**src/rtl/systolic_pkg.sv**
```systemverilog
// Shared types for the systolic array output path: partial-sum word and packed row vector.
package systolic_pkg;

  localparam int DATAWIDTH_output = 32;
  localparam int COLS_DEFAULT     = 4;

  typedef logic [DATAWIDTH_output-1:0] psum_t;
  // Column j lives at bits [j*DATAWIDTH_output +: DATAWIDTH_output].
  typedef psum_t [COLS_DEFAULT-1:0]    row_t;

endpackage

```
**src/rtl/sync_fifo.sv**
```systemverilog
// Synchronous FIFO with show-ahead head, occupancy count and synchronous clear.
// A push into a full FIFO is accepted only when a pop happens in the same cycle.
module sync_fifo #(
  parameter  int WIDTH = 32,
  parameter  int DEPTH = 8,
  localparam int AW    = $clog2(DEPTH)
) (
  input  logic             clk,
  input  logic             rst_n,
  input  logic             clear,
  input  logic             push,
  input  logic             pop,
  input  logic [WIDTH-1:0] wdata,
  output logic [WIDTH-1:0] rdata,
  output logic [AW:0]      count,
  output logic             full,
  output logic             empty
);

  logic [WIDTH-1:0] mem_q [DEPTH];
  logic [AW-1:0]    wr_ptr_q, wr_ptr_d;
  logic [AW-1:0]    rd_ptr_q, rd_ptr_d;
  logic [AW:0]      count_q, count_d;
  logic             wr_en, rd_en;

  assign full  = (count_q == (AW+1)'(DEPTH));
  assign empty = (count_q == '0);
  assign rd_en = pop && !empty;
  assign wr_en = push && (!full || rd_en);

  always_comb begin
    // NOTE: every output of a combinational block gets a default first, otherwise paths that skip an assignment infer a latch.
    wr_ptr_d = wr_ptr_q;
    rd_ptr_d = rd_ptr_q;
    count_d  = count_q;
    if (clear) begin
      wr_ptr_d = '0;
      rd_ptr_d = '0;
      count_d  = '0;
    end else begin
      if (wr_en) wr_ptr_d = wr_ptr_q + 1'b1;
      if (rd_en) rd_ptr_d = rd_ptr_q + 1'b1;
      count_d = count_q + (AW+1)'(wr_en) - (AW+1)'(rd_en);
    end
  end

  always_ff @(posedge clk or negedge rst_n) begin
    if (!rst_n) begin
      wr_ptr_q <= '0;
      rd_ptr_q <= '0;
      count_q  <= '0;
    end else begin
      wr_ptr_q <= wr_ptr_d;
      rd_ptr_q <= rd_ptr_d;
      count_q  <= count_d;
    end
  end

  // NOTE: the storage array is deliberately not reset; the head is forced to zero while empty, so stale contents are never visible.
  always_ff @(posedge clk) begin
    if (wr_en && !clear) mem_q[wr_ptr_q] <= wdata;
  end

  assign rdata = empty ? '0 : mem_q[rd_ptr_q];
  assign count = count_q;

endmodule

```
**src/rtl/systolic_out_deskew.sv**
```systemverilog
// Bottom-edge collector: deskews staggered column outputs into rows, buffers them in a FIFO,
// and throttles the feeder. Optional alignment checker enabled by `define OUT_DESKEW_CHECK_EN.
module systolic_out_deskew #(
  parameter int COLS             = 4,
  parameter int DATAWIDTH_output = systolic_pkg::DATAWIDTH_output,
  parameter int DEPTH            = 8
) (
  input  logic                             clk,
  input  logic                             rst_n,
  input  logic                             clear,
  input  logic [COLS-1:0]                  col_valid,
  input  logic [COLS*DATAWIDTH_output-1:0] col_data,
  output logic                             row_valid,
  input  logic                             row_ready,
  output logic [COLS*DATAWIDTH_output-1:0] row_data,
  output logic                             hold,
  output logic                             overflow,
  output logic                             skew_err
);

  localparam int W  = DATAWIDTH_output;
  localparam int AW = $clog2(DEPTH);

  logic [COLS-1:0]   aligned_valid;
  logic [COLS*W-1:0] aligned_data;
  logic              push_req, pop, fifo_full, fifo_empty;
  logic [AW:0]       fifo_count;
  logic              overflow_q, overflow_d;

  // Column j waits COLS-1-j cycles so it lines up with the last column.
  for (genvar j = 0; j < COLS; j++) begin : g_col
    localparam int N = COLS - 1 - j;
    if (N == 0) begin : g_pass
      assign aligned_valid[j]        = col_valid[j];
      assign aligned_data[j*W +: W]  = col_data[j*W +: W];
    end else begin : g_dly
      logic [N-1:0] v_q;
      logic [W-1:0] d_q [N];

      always_ff @(posedge clk or negedge rst_n) begin
        if (!rst_n) begin
          v_q <= '0;
          for (int k = 0; k < N; k++) d_q[k] <= '0;
        end else begin
          // NOTE: sequential state uses non-blocking assignments so every stage samples the pre-edge value of its predecessor.
          v_q[0] <= clear ? 1'b0 : col_valid[j];
          d_q[0] <= col_data[j*W +: W];
          for (int k = 1; k < N; k++) begin
            v_q[k] <= clear ? 1'b0 : v_q[k-1];
            d_q[k] <= d_q[k-1];
          end
        end
      end

      assign aligned_valid[j]       = v_q[N-1];
      assign aligned_data[j*W +: W] = d_q[N-1];
    end
  end

  assign push_req  = &aligned_valid;
  assign pop       = row_valid && row_ready;
  assign row_valid = !fifo_empty;

  sync_fifo #(
    .WIDTH (COLS*W),
    .DEPTH (DEPTH)
  ) u_fifo (
    .clk   (clk),
    .rst_n (rst_n),
    .clear (clear),
    .push  (push_req),
    .pop   (pop),
    .wdata (aligned_data),
    .rdata (row_data),
    .count (fifo_count),
    .full  (fifo_full),
    .empty (fifo_empty)
  );

  // Rows already inside the skew stages still land after hold rises, so reserve COLS slots.
  assign hold = (fifo_count >= (AW+1)'(DEPTH - COLS));

  assign overflow_d = clear ? 1'b0 : (overflow_q | (push_req && fifo_full && !pop));

  always_ff @(posedge clk or negedge rst_n) begin
    if (!rst_n) overflow_q <= 1'b0;
    else        overflow_q <= overflow_d;
  end

  assign overflow = overflow_q;

`ifdef OUT_DESKEW_CHECK_EN
  logic skew_err_q, skew_err_d;

  assign skew_err_d = clear ? 1'b0 : (skew_err_q | ((|aligned_valid) && !push_req));

  always_ff @(posedge clk or negedge rst_n) begin
    if (!rst_n) skew_err_q <= 1'b0;
    else        skew_err_q <= skew_err_d;
  end

  assign skew_err = skew_err_q;
`else
  assign skew_err = 1'b0;
`endif

endmodule

```
**config.mk**
```make
export PLATFORM = sky130hd
export DESIGN_NAME = systolic_out_deskew
export DESIGN_NICKNAME = d
export VERILOG_FILES = /design/src/rtl/systolic_pkg.sv /design/src/rtl/sync_fifo.sv /design/src/rtl/systolic_out_deskew.sv
export SDC_FILE = /design/constraint.sdc
export NUM_CORES = 1
export LEC_CHECK = 0
export CORE_UTILIZATION = 45
export DETAILED_ROUTE_END_ITERATION = 6
export SLEW_MARGIN = 10
export SYNTH_ARGS = -nofsm -noshare
export SYNTH_HDL_FRONTEND = slang
export SYNTH_SLANG_ARGS = --single-unit
export TNS_END_PERCENT = 1
```
**constraint.sdc**
```tcl
create_clock -name clk -period 13.61 [get_ports clk]
set_clock_uncertainty 0.05 [all_clocks]
set_input_delay 2.722 -clock clk [delete_from_list [all_inputs] [get_ports clk]]
set_output_delay 2.722 -clock clk [all_outputs]
set_load 0.05 [all_outputs]
```
# Word level (Yosys, flattened, before mapping)
# Memories as Yosys holds them, arrays and structs flattened.
# Index checks and enable logic that the tools add are counted.
# totals
register_bits,209
mem_bits_rw,1024
out_inout_bits,132
word_cells,51
n_memories,1
# mem_list
memory,words,width,read_ports,rd_clocked_by_memory_dff,wr,line,text
u_fifo.mem_q,8,128,1,0,1,sync_fifo.sv:20,logic [WIDTH-1:0] mem_q [DEPTH];
# classes
n_addsub,4
order_cmp,1
eq_ne,1
muxes,15
bitwise_logic,1
reduce_logical,15
# ops
op,n
two-way mux 128 bit,1
two-way mux 3 bit,4
two-way mux 1 bit,9
"adder 3 x 1 -> 3 bit, second input constant",2
logical AND 1 bit,6
adder 4 x 1 -> 4 bit,1
"equality test 4 bit, second input constant",1
"greater-or-equal comparator 4 x 3 -> 1 bit, second input constant",1
logical NOT 1 bit,4
logical NOT 4 bit,1
two-way mux 4 bit,1
AND reduction 4 bit,1
nonzero test 2 bit,2
subtractor 4 x 1 -> 4 bit,1
logical OR 1 bit,1
OR 1 bit,1

# Longest topological paths before layout
# Gate-level depths: netlist (run 1).
# logic_depth
ltp_word,9
mapped_depth,10
ltp_nobuf,10

# Modules after synthesis
# Synthesis (run 1) repeated with hierarchy kept, for this count alone.
# unflattened
hier_cells,1789
area_unflattened_um2,44027.2
# by_module_without_submodules
mod,n_inst,cells_each,area_each_um2,seq_area_each_um2
sync_fifo,1,1574,38946.1,30999.7
systolic_out_deskew,1,215,5081.1,4979.8

# Worst setup path after synthesis (run 1)
# No wires, ideal clock.
# synth_timing
kind,input -> register
start,input port col_valid[3]
end,memory u_fifo.mem_q[2][0] in the netlist's numbering (enable)
arrival_time_ns,6.338
required_time_ns,13.056
path_slack_ns,6.718
path_stages,4
path_buffers,1
cell_sequence,nand4_1 -> a21oi_1 -> clkbuf_1 -> and4b_1
# synth_via
elab_chain_cells,5
# synth_rtl
element,line,text
from (decl),systolic_out_deskew.sv:11,"input logic [COLS-1:0] col_valid,"
AND reduction 4 bit,systolic_out_deskew.sv:60,assign push_req = &aligned_valid;
logical AND 1 bit,sync_fifo.sv:29,assign wr_en = push && (!full || rd_en);
logical AND 1 bit,sync_fifo.sv:61,if (wr_en && !clear) mem_q[wr_ptr_q] <= wdata;
two-way mux 1 bit,sync_fifo.sv:61,
two-way mux 1 bit (implied by the code),sync_fifo.sv:61,
to (decl),sync_fifo.sv:20,
# Every way passes these cells.

# Worst setup path after layout (run 1)
# layout_timing
start,register u_fifo.count_q[2] (netlist: u_fifo.count[2])
end,output port row_data[26]
# layout_via
elab_chain_cells,2
# layout_rtl
element,line,text
from (decl),sync_fifo.sv:23,"logic [AW:0] count_q, count_d;"
from (signal assigned),sync_fifo.sv:55,count_q <= count_d;
logical NOT 4 bit,sync_fifo.sv:27,assign empty = (count_q == '0);
two-way mux 128 bit,sync_fifo.sv:64,assign rdata = empty ? '0 : mem_q[rd_ptr_q];
to (decl),systolic_out_deskew.sv:15,"output logic [COLS*DATAWIDTH_output-1:0] row_data,"
# Every way passes these cells.

==> metrics, run 1 <==
outcome=finished, final reports clean; effective utilization at floorplan=45.5%; compound-gate portion of the synthesized area=2.67%; Slew @ Worst Pin=1.16 ns; ANT nets after route=0; cell area after technology mapping=44000 um^2; combinational family with the most area after synthesis=multiplexers; detailed-route DRC error count=0; Pre-antenna DRT Iters=5; hold buffers post-CTS=0; detailed-placement wirelength estimate=49200 um; async set or reset register ratio after synthesis=17.0%; arrival time worst endpoint=4.79 ns; Unique masters post-synth=40; clock-pin slew reported for the worst setup and hold paths after clock tree synthesis=0.06 ns; all-layer global routing usage=18.9%; crit path capture type=primary output; worst max-slew margin expressed relative to the limit=22.3%; final hold violation count=0; timing endpoint of the critical path=row_data[26]; Bufs on Longest Clock Path=3; layout overhead on the synthesized area=18.6%; largest net degree at the start of global routing=155; fraction of synthesized cell area taken by the top area cell type=69.9%; most frequently used flop master after synthesis=sky130_fd_sc_hd__edfxtp_1; top cells by area in the synthesized netlist=sky130_fd_sc_hd__edfxtp_1 (70%), sky130_fd_sc_hd__mux4_2 (12%), sky130_fd_sc_hd__dfrtp_1 (12%); total number of vias=19189; worst reg-to-reg setup slack=9.12 ns; clk_lat worst skew=0.71 ns; category of the critical setup timing path=reg2out; IR Drop Worst-Case VDD=140 uV; Worst EP required=10.84 ns; Total Routed Length=92400 um; iteration-0 DRC count of the detailed router=1402; post-layout utilization of the core=53.9%; # H-tree levels=3; Final setup viols=0; Syn Inst Count=1781; portion of the post-synthesis area used by sequential elements=81.8%; floorplan core area=96700 um^2; Post-Syn Area per Cell=24.7 um^2; Max-cap violations=0; cell with the most instances after synthesis=sky130_fd_sc_hd__edfxtp_1; area share of fa/ha/maj cells after synthesis=0.245%; number of sinks handled by clock tree synthesis=1233; largest fanout on the critical path=48; WL per Instance=26.4 um; area share of xor/xnor cells in the synthesized design=0.0199%; fmax=132 MHz; startpoint of the tightest hold check path=g_col[1].g_dly.d_q[38]$_DFF_PN0_; global-route wire length before repair=136000 um; Setup Total Neg Slack=0 ns; Post-Synth Simple-Gate Area=0.598%; number of CTS-inserted buffers=120; mean number of vias per cell=5.49; number of enable flip-flop cells after synthesis=1024; leakage=17.1 nW; number of antenna violations at the first check in global routing=7; worst reg2reg path depth=7; largest area contributor in the synthesized netlist=sky130_fd_sc_hd__edfxtp_1; Clk Tree Root Cell=sky130_fd_sc_hd__clkbuf_16; Die Y-Extent=315 um; via count of the first global-routing pass=20770; total of fill cells in the finished design=7327; number of nets in the final layout=2252; ratio of total power to cell area=189 nW/um^2; number of buffer cells added on primary ports=266; beginning of the critical path=u_fifo.count[2]$_DFF_PN0_; mux contribution to synthesized area=13.3%; Final Cycle Share=55.5%; number of setup buffers added after CTS=0; layout cells sized above 1=22.0%; R2R Path End=u_fifo.mem_q[1][54]$_DFFE_PP_; worst hold path class=reg2reg; ranking of synthesized cells by instance count=sky130_fd_sc_hd__edfxtp_1 (1024), sky130_fd_sc_hd__mux4_2 (243), sky130_fd_sc_hd__dfrtp_1 (209); die area=99000 um^2; origin of the critical flop-to-flop path=u_fifo.count[2]$_DFF_PN0_; GP Congestion=0.722; number of instances resized during post-cts repair=0; count of final max-slew check failures=0; Yosys reg bits=1233; synthesis warning total=0; Ports=268; final critical path time including I/O delays and setup=7.56 ns; clock tree from TritonCTS=built; Syn Nets=1925; floorplan die width=315 um; number of placement rows=114; RSZ-0062 raised after global routing=no; CP Launch Type=flop; total congestion overflow after global routing=0
cells by family (layout without fill, tap and decap cells):
family | count (synthesis) | in the layout
compound gates | 138 | 138
xor+xnor | 1 | 1
fa+ha+maj | 8 | 8
buf+inv | 99 | 534
flops | 1233 | 1233
mux | 261 | 261
other cells | 1 | 2
simple gates | 40 | 40
cell type report:
type	count	area (um^2)	share of cell area [%]
tap	1276	1600	3.06
timing repair buffer	295	2910	5.58
inverter	9	33.8	0.0648
sequential	1233	36000	69.0
clock inverter	64	763	1.46
multi-input combinational	449	7470	14.3
antenna	1	2.50	0.00480
clock buffer	166	3380	6.48
where the power goes:
part / switching, mW / internal (mW)
sequential: 0.0701 / 4.13
combinational: 1.38 / 0.859
clock: 1.39 / 2.03
total: 2.85 / 7.01
placed cells by master (no fill, tap or decap), types with 14 or more instances in the layout:
cell type / instances
sky130_fd_sc_hd__clkbuf_8: 14
sky130_fd_sc_hd__dfrtp_1: 207
sky130_fd_sc_hd__clkbuf_16: 123
sky130_fd_sc_hd__edfxtp_1: 1024
sky130_fd_sc_hd__clkinv_2: 32
sky130_fd_sc_hd__mux4_2: 243
sky130_fd_sc_hd__clkbuf_1: 29
sky130_fd_sc_hd__buf_4: 27
sky130_fd_sc_hd__a22o_1: 128
sky130_fd_sc_hd__bufinv_16: 15
sky130_fd_sc_hd__clkdlybuf4s50_1: 265
registers in the layout, summed over array words and instances, names as in the netlist:
name	cells
aligned_data	64
g_col.g_dly.d_q	128
g_col.g_dly.v_q	6
overflow	1
u_fifo.count	4
u_fifo.mem_q	1024
u_fifo.rd_ptr_q	3
u_fifo.wr_ptr_q	3
worst min path at each step:
stage                                        to  depth (start not counted)
3_3_place_gp         aligned_data[48]$_DFF_PN0_                          0
4_1_cts        g_col[0].g_dly.d_q[44]$_DFF_PN0_                          0
3_5_place_dp         aligned_data[38]$_DFF_PN0_                          0
5_1_grt        g_col[0].g_dly.d_q[54]$_DFF_PN0_                          0
2_1_floorplan         aligned_data[0]$_DFF_PN0_                          0
6_report             aligned_data[38]$_DFF_PN0_                          0
through the flow:
step	worst slack [ns]	cell area, um^2	std cells	power [mW]	hold slack, ns
4_1_cts	5.92	52100	3492	9.98	0.298
3_5_place_dp	6.38	48000	3262	6.55	0.285
5_1_grt	5.84	52100	3492	10.2	0.301
6_report	6.05	52100	3493	9.86	0.296
3_3_place_gp	6.49	48000	3262	6.55	0.282
2_1_floorplan	6.72	44000	1781	5.82	0.281
layer usage:
metal | routed length (um) | track usage, % | part of all wire [%] | vias up
li1 | - | - | - | 8172
met2 | 47400 | 31.9 | 51 | 525
met3 | 5430 | 4.70 | 5.9 | 165
met5 | 72 | 0 | 0.078 | -
met4 | 2380 | 5.46 | 2.6 | 12
met1 | 37100 | 24.4 | 40 | 10315
worst max-delay path: stages, from the launching register on:
cell	delay, ns
sky130_fd_sc_hd__dfrtp_1	0.33
sky130_fd_sc_hd__inv_1	0.07
sky130_fd_sc_hd__ha_1	0.23
sky130_fd_sc_hd__nor3b_4	0.18
sky130_fd_sc_hd__inv_2	0.09
sky130_fd_sc_hd__and2_4	0.63
sky130_fd_sc_hd__buf_4	0.81
sky130_fd_sc_hd__buf_4	0.56
sky130_fd_sc_hd__a22o_1	0.30
sky130_fd_sc_hd__clkdlybuf4s50_1	0.83
Power figures use the tool's default switching activity.
==> inputs of run 2 (changes only) <==
clock period = 7.5 ns   (was 13.61 ns; I/O delays follow)
==> metrics, run 2 (synthesized netlist as in run 1, its figures left out) <==
outcome=finished, final reports clean; smallest setup slack after layout=1.85 ns; largest fanout on the critical path=99; RSZ-0062 raised after global routing=no; crit path cell chain=buf_12 -> mux4_1 -> a22o_1 -> clkdlybuf4s50_1; ANT nets after route=0; number of antenna violations at the first check in global routing=11; final hold violation count=0; number of buffer cells added on primary ports=266; floorplan core area=96700 um^2; number of nets in the final layout=2253; most common library cell in the layout ignoring fill and taps=sky130_fd_sc_hd__edfxtp_1; die area=99000 um^2; total congestion overflow after global routing=0; Worst path slowest cell=sky130_fd_sc_hd__dfrtp_4; Max-cap violations=0; IR Drop Worst-Case VDD=412 uV; iteration-0 DRC count of the detailed router=1401; number of placement rows=114; Reg with most FFs=u_fifo.mem_q; number of instances resized during post-cts repair=0; count of final max-slew check failures=0; max incr delay on CP=0.95 ns; floorplan die width=315 um; Final Cycle Share=75.3%; category of the critical setup timing path=reg2out; total number of vias=19133; layout cells sized above 1=22.0%; worst max-slew margin expressed relative to the limit=28.5%; Total Routed Length=90300 um; detailed-placement wirelength estimate=44900 um; Ports=268; Final setup viols=0; # H-tree levels=3; total of fill cells in the finished design=7299; commonest cells after routing, fill and taps aside=sky130_fd_sc_hd__edfxtp_1 (1024), sky130_fd_sc_hd__clkdlybuf4s50_1 (265), sky130_fd_sc_hd__mux4_2 (243); hold buffers post-CTS=0; CP Launch Type=flop; final critical path time including I/O delays and setup=5.65 ns; flip-flop count of the largest register, all copies and words added=1024; Setup Total Neg Slack=0 ns; largest net degree at the start of global routing=129; Clk Tree Root Cell=sky130_fd_sc_hd__clkbuf_16; clock tree from TritonCTS=built; number of setup buffers added after CTS=0; crit path capture type=primary output; mean number of vias per cell=5.47; detailed-route DRC error count=0; clock-pin slew reported for the worst setup and hold paths after clock tree synthesis=0.06 ns; global-route wire length before repair=135000 um; Worst EP required=5.95 ns; number of CTS-inserted buffers=121; all-layer global routing usage=18.6%; leakage=17.2 nW; sequential standard cell area=36000 um^2; fmax=177 MHz; arrival time worst endpoint=4.10 ns; ratio of total power to cell area=341 nW/um^2; area used by multi-input combinational logic=7470 um^2; Bufs on Longest Clock Path=3; post-placement worst setup slack=2.44 ns; number of sinks handled by clock tree synthesis=1233; GP Congestion=0.701; layout overhead on the synthesized area=19.0%; effective utilization at floorplan=45.5%; Pre-antenna DRT Iters=7; via count of the first global-routing pass=20865; worst hold path class=reg2reg; Die Y-Extent=315 um; Slew @ Worst Pin=1.07 ns; WL per Instance=25.8 um; clk_lat worst skew=0.69 ns
[run 2: cell types whose count changed in the layout (fill, tap and decap cells not counted), sizes merged]
cell	before	now
inv	15	12
clkinv	38	39
clkbuf	166	173
bufinv	15	12
[run 2: power breakdown]
part / internal [mW] / switching, mW
sequential: 7.49 / 0.132
clock: 3.67 / 2.50
combinational: 1.56 / 2.50
[run 2: worst max-delay path, delay by kind of cell, from the launching register on]
family	cells	cell delay (ns)
flops	1	0.95
mux	1	0.64
buf+inv	2	1.35
compound gates	1	0.27
[run 2: metrics by stage]
stage / power, mW / util [%] / std cells / cell area, um^2 / hold WS [ns]
finish: 17.9 / 54.1 / 3495 / 52300 / 0.296
global route: 18.5 / 54.1 / 3495 / 52300 / 0.299
CTS: 18.1 / 54.1 / 3494 / 52300 / 0.296
detailed placement: 11.9 / 49.8 / 3262 / 48200 / 0.285
global placement: 11.9 / 49.8 / 3262 / 48200 / 0.282
floorplan: 10.6 / - / 1781 / 44000 / 0.281
[run 2: layer usage]
metal | share of wire, % | GRT usage (%) | wire length [um] | vias to the layer above
li1 | - | - | - | 8181
met5 | 0.10 | 0 | 90 | -
met4 | 2.1 | 4.59 | 1880 | 16
met3 | 5.9 | 4.44 | 5350 | 145
met2 | 51 | 31.5 | 46200 | 491
met1 | 41 | 24.2 | 36800 | 10300
[run 2: path summary, 6_finish.rpt]
check                                                       from                               end  slack (ns)  depth (start not counted)
worst min-delay path            g_col[0].g_dly.d_q[64]$_DFF_PN0_  g_col[0].g_dly.d_q[32]$_DFF_PN0_        0.30                          0
worst min register to register  g_col[0].g_dly.d_q[64]$_DFF_PN0_  g_col[0].g_dly.d_q[32]$_DFF_PN0_        0.30                          0
worst max register to register         u_fifo.count[2]$_DFF_PN0_     u_fifo.mem_q[6][72]$_DFFE_PP_        4.00                          6
max in group asynchronous                                  rst_n    u_fifo.rd_ptr_q[1]$_DFFE_PN0P_        5.22                          2
min in group asynchronous                                  rst_n        aligned_data[55]$_DFF_PN0_        0.82                          1
worst max-delay path              u_fifo.rd_ptr_q[0]$_DFFE_PN0P_                       row_data[0]        1.85                          4
[run 2: cell type report]
type	count	share of cell area, %
Antenna cell	1	0.00478
Clock buffer	173	6.70
Inverter	9	0.0646
Sequential cell	1233	68.8
Multi-Input combinational cell	449	14.3
Clock inverter	59	1.25
Tap cell	1276	3.05
Timing Repair Buffer	295	5.87
==> inputs of run 3 (changes only) <==
PLACE_DENSITY = 0.66   (was unset)
clock period = 4.8 ns   (was 7.5 ns; I/O delays follow)
==> metrics, run 3 (synthesized netlist as in run 1, its figures left out) <==
Bufs on Longest Clock Path=3; fmax=221 MHz; Worst EP required=3.79 ns; iteration-0 DRC count of the detailed router=1546; number of buffer cells added on primary ports=266; final critical path time including I/O delays and setup=4.53 ns; Pre-antenna DRT Iters=5; detailed-route DRC error count=0; die area=99000 um^2; Final setup viols=0; detailed-placement wirelength estimate=47900 um; floorplan die width=315 um; commonest cells after routing, fill and taps aside=sky130_fd_sc_hd__edfxtp_1 (1024), sky130_fd_sc_hd__clkdlybuf4s50_1 (265), sky130_fd_sc_hd__mux4_2 (243); worst hold path class=in2async; post-layout utilization of the core=54.3%; all-layer global routing usage=18.2%; largest fanout on the critical path=19; leakage=17.2 nW; Ports=268; crit path capture type=primary output; largest net degree at the start of global routing=86; total congestion overflow after global routing=0; category of the critical setup timing path=reg2out; Total Routed Length=88700 um; number of CTS-inserted buffers=119; number of antenna violations at the first check in global routing=4; Slew @ Worst Pin=0.899 ns; Final Cycle Share=94.5%; Worst path slowest cell=sky130_fd_sc_hd__clkdlybuf4s50_1; via count of the first global-routing pass=21037; Max-cap violations=0; CP Launch Type=flop; clk_lat worst skew=0.70 ns; GP Congestion=0.714; mean number of vias per cell=5.50; number of instances resized during post-cts repair=0; max incr delay on CP=0.89 ns; crit path cell chain=inv_1 -> ha_1 -> nor3b_4 -> inv_2 -> and2_4 -> buf_4 -> a22o_1 -> clkdlybuf4s50_1; flip-flop count of the largest register, all copies and words added=1024; number of sinks handled by clock tree synthesis=1233; number of placement rows=114; area after detailed placement=48700 um^2; layout cells sized above 1=22.4%; post-route cell area=52500 um^2; RSZ-0062 raised after global routing=no; outcome=finished, final reports clean; number of nets in the final layout=2281; count of final max-slew check failures=0; ANT nets after route=0; layout overhead on the synthesized area=19.4%; Clk Tree Root Cell=sky130_fd_sc_hd__clkbuf_16; clock-pin slew reported for the worst setup and hold paths after clock tree synthesis=0.06 ns; worst max-slew margin expressed relative to the limit=40.1%; most common library cell in the layout ignoring fill and taps=sky130_fd_sc_hd__edfxtp_1; effective utilization at floorplan=45.5%; global-route wire length before repair=133000 um; # H-tree levels=3; floorplan core area=96700 um^2; Die Y-Extent=315 um; Reg with most FFs=u_fifo.mem_q; ratio of total power to cell area=523 nW/um^2; clock tree from TritonCTS=built; IR Drop Worst-Case VDD=369 uV; post-route worst hold slack=0.151 ns; Setup Total Neg Slack=0 ns; total number of vias=19314; arrival time worst endpoint=3.52 ns; final hold violation count=0; WL per Instance=25.2 um; total of fill cells in the finished design=7210
-- run 3: path summary, 6_finish.rpt --
path                                                    endpoint  cells past startpoint                             start  slack (ns)
worst max-delay path                               row_data[103]                      8         u_fifo.count[2]$_DFF_PN0_        0.27
worst min-delay path                  aligned_data[52]$_DFF_PN0_                      1                             rst_n        0.15
worst max register to register     u_fifo.mem_q[3][70]$_DFFE_PP_                      6         u_fifo.count[2]$_DFF_PN0_        1.77
worst min register to register  g_col[0].g_dly.d_q[47]$_DFF_PN0_                      0  g_col[0].g_dly.d_q[79]$_DFF_PN0_        0.30
max in group asynchronous       g_col[0].g_dly.d_q[44]$_DFF_PN0_                      2                             rst_n        3.50
min in group clk                g_col[0].g_dly.d_q[47]$_DFF_PN0_                      0  g_col[0].g_dly.d_q[79]$_DFF_PN0_        0.30
-- run 3: area by class of cell --
cell class	instances	area [um^2]	area share (%)
diodes	1	2.50	0.00476
clock buffers	162	3340	6.36
clock inverters	59	513	0.977
inverters	9	33.8	0.0643
multi-input cells	449	7470	14.2
flip-flops and latches	1233	36000	68.5
well taps	1276	1600	3.04
repair buffers	325	3580	6.82
-- run 3: what timing repair did --
| action | CTS | global route |
|---|---|---|
| buffers inserted | 0 | 1 |
| setup endpoints to repair | 0 | 18 |
| hold buffers | 0 | 0 |
-- run 3: power breakdown --
| group | switching (mW) | internal (mW) |
|---|---|---|
| registers | 0.155 | 11.7 |
| clock network | 3.88 | 5.20 |
| logic | 3.97 | 2.58 |
-- run 3: through the flow --
stage | power [mW] | instances | setup WS [ns]
after global placement | 18.7 | 3291 | 0.832
after global routing | 28.4 | 3514 | 0.0840
after floorplan | 16.5 | 1781 | -0.330
final | 27.5 | 3514 | 0.266
after CTS | 27.8 | 3512 | 0.0265
after detailed placement | 18.7 | 3291 | 0.807
-- run 3: worst max-delay path: cells and delay by family (launching register included) --
kind | cells | cell delay [ns]
buffers and inverters | 4 | 1.46
AND/OR/NAND/NOR | 2 | 0.56
flip-flops | 1 | 0.33
adder cells (fa/ha/maj) | 1 | 0.22
AO/OA/AOI/OAI | 1 | 0.21
-- run 3: routing by layer --
| layer | up-vias | part of all wire (%) | global-route usage, % |
|---|---|---|---|
| li1 | 8239 | - | - |
| met1 | 10451 | 40 | 23.4 |
| met2 | 485 | 52 | 31.5 |
| met3 | 135 | 5.0 | 3.62 |
| met4 | 4 | 2.3 | 4.87 |
| met5 | - | 0.026 | 0 |
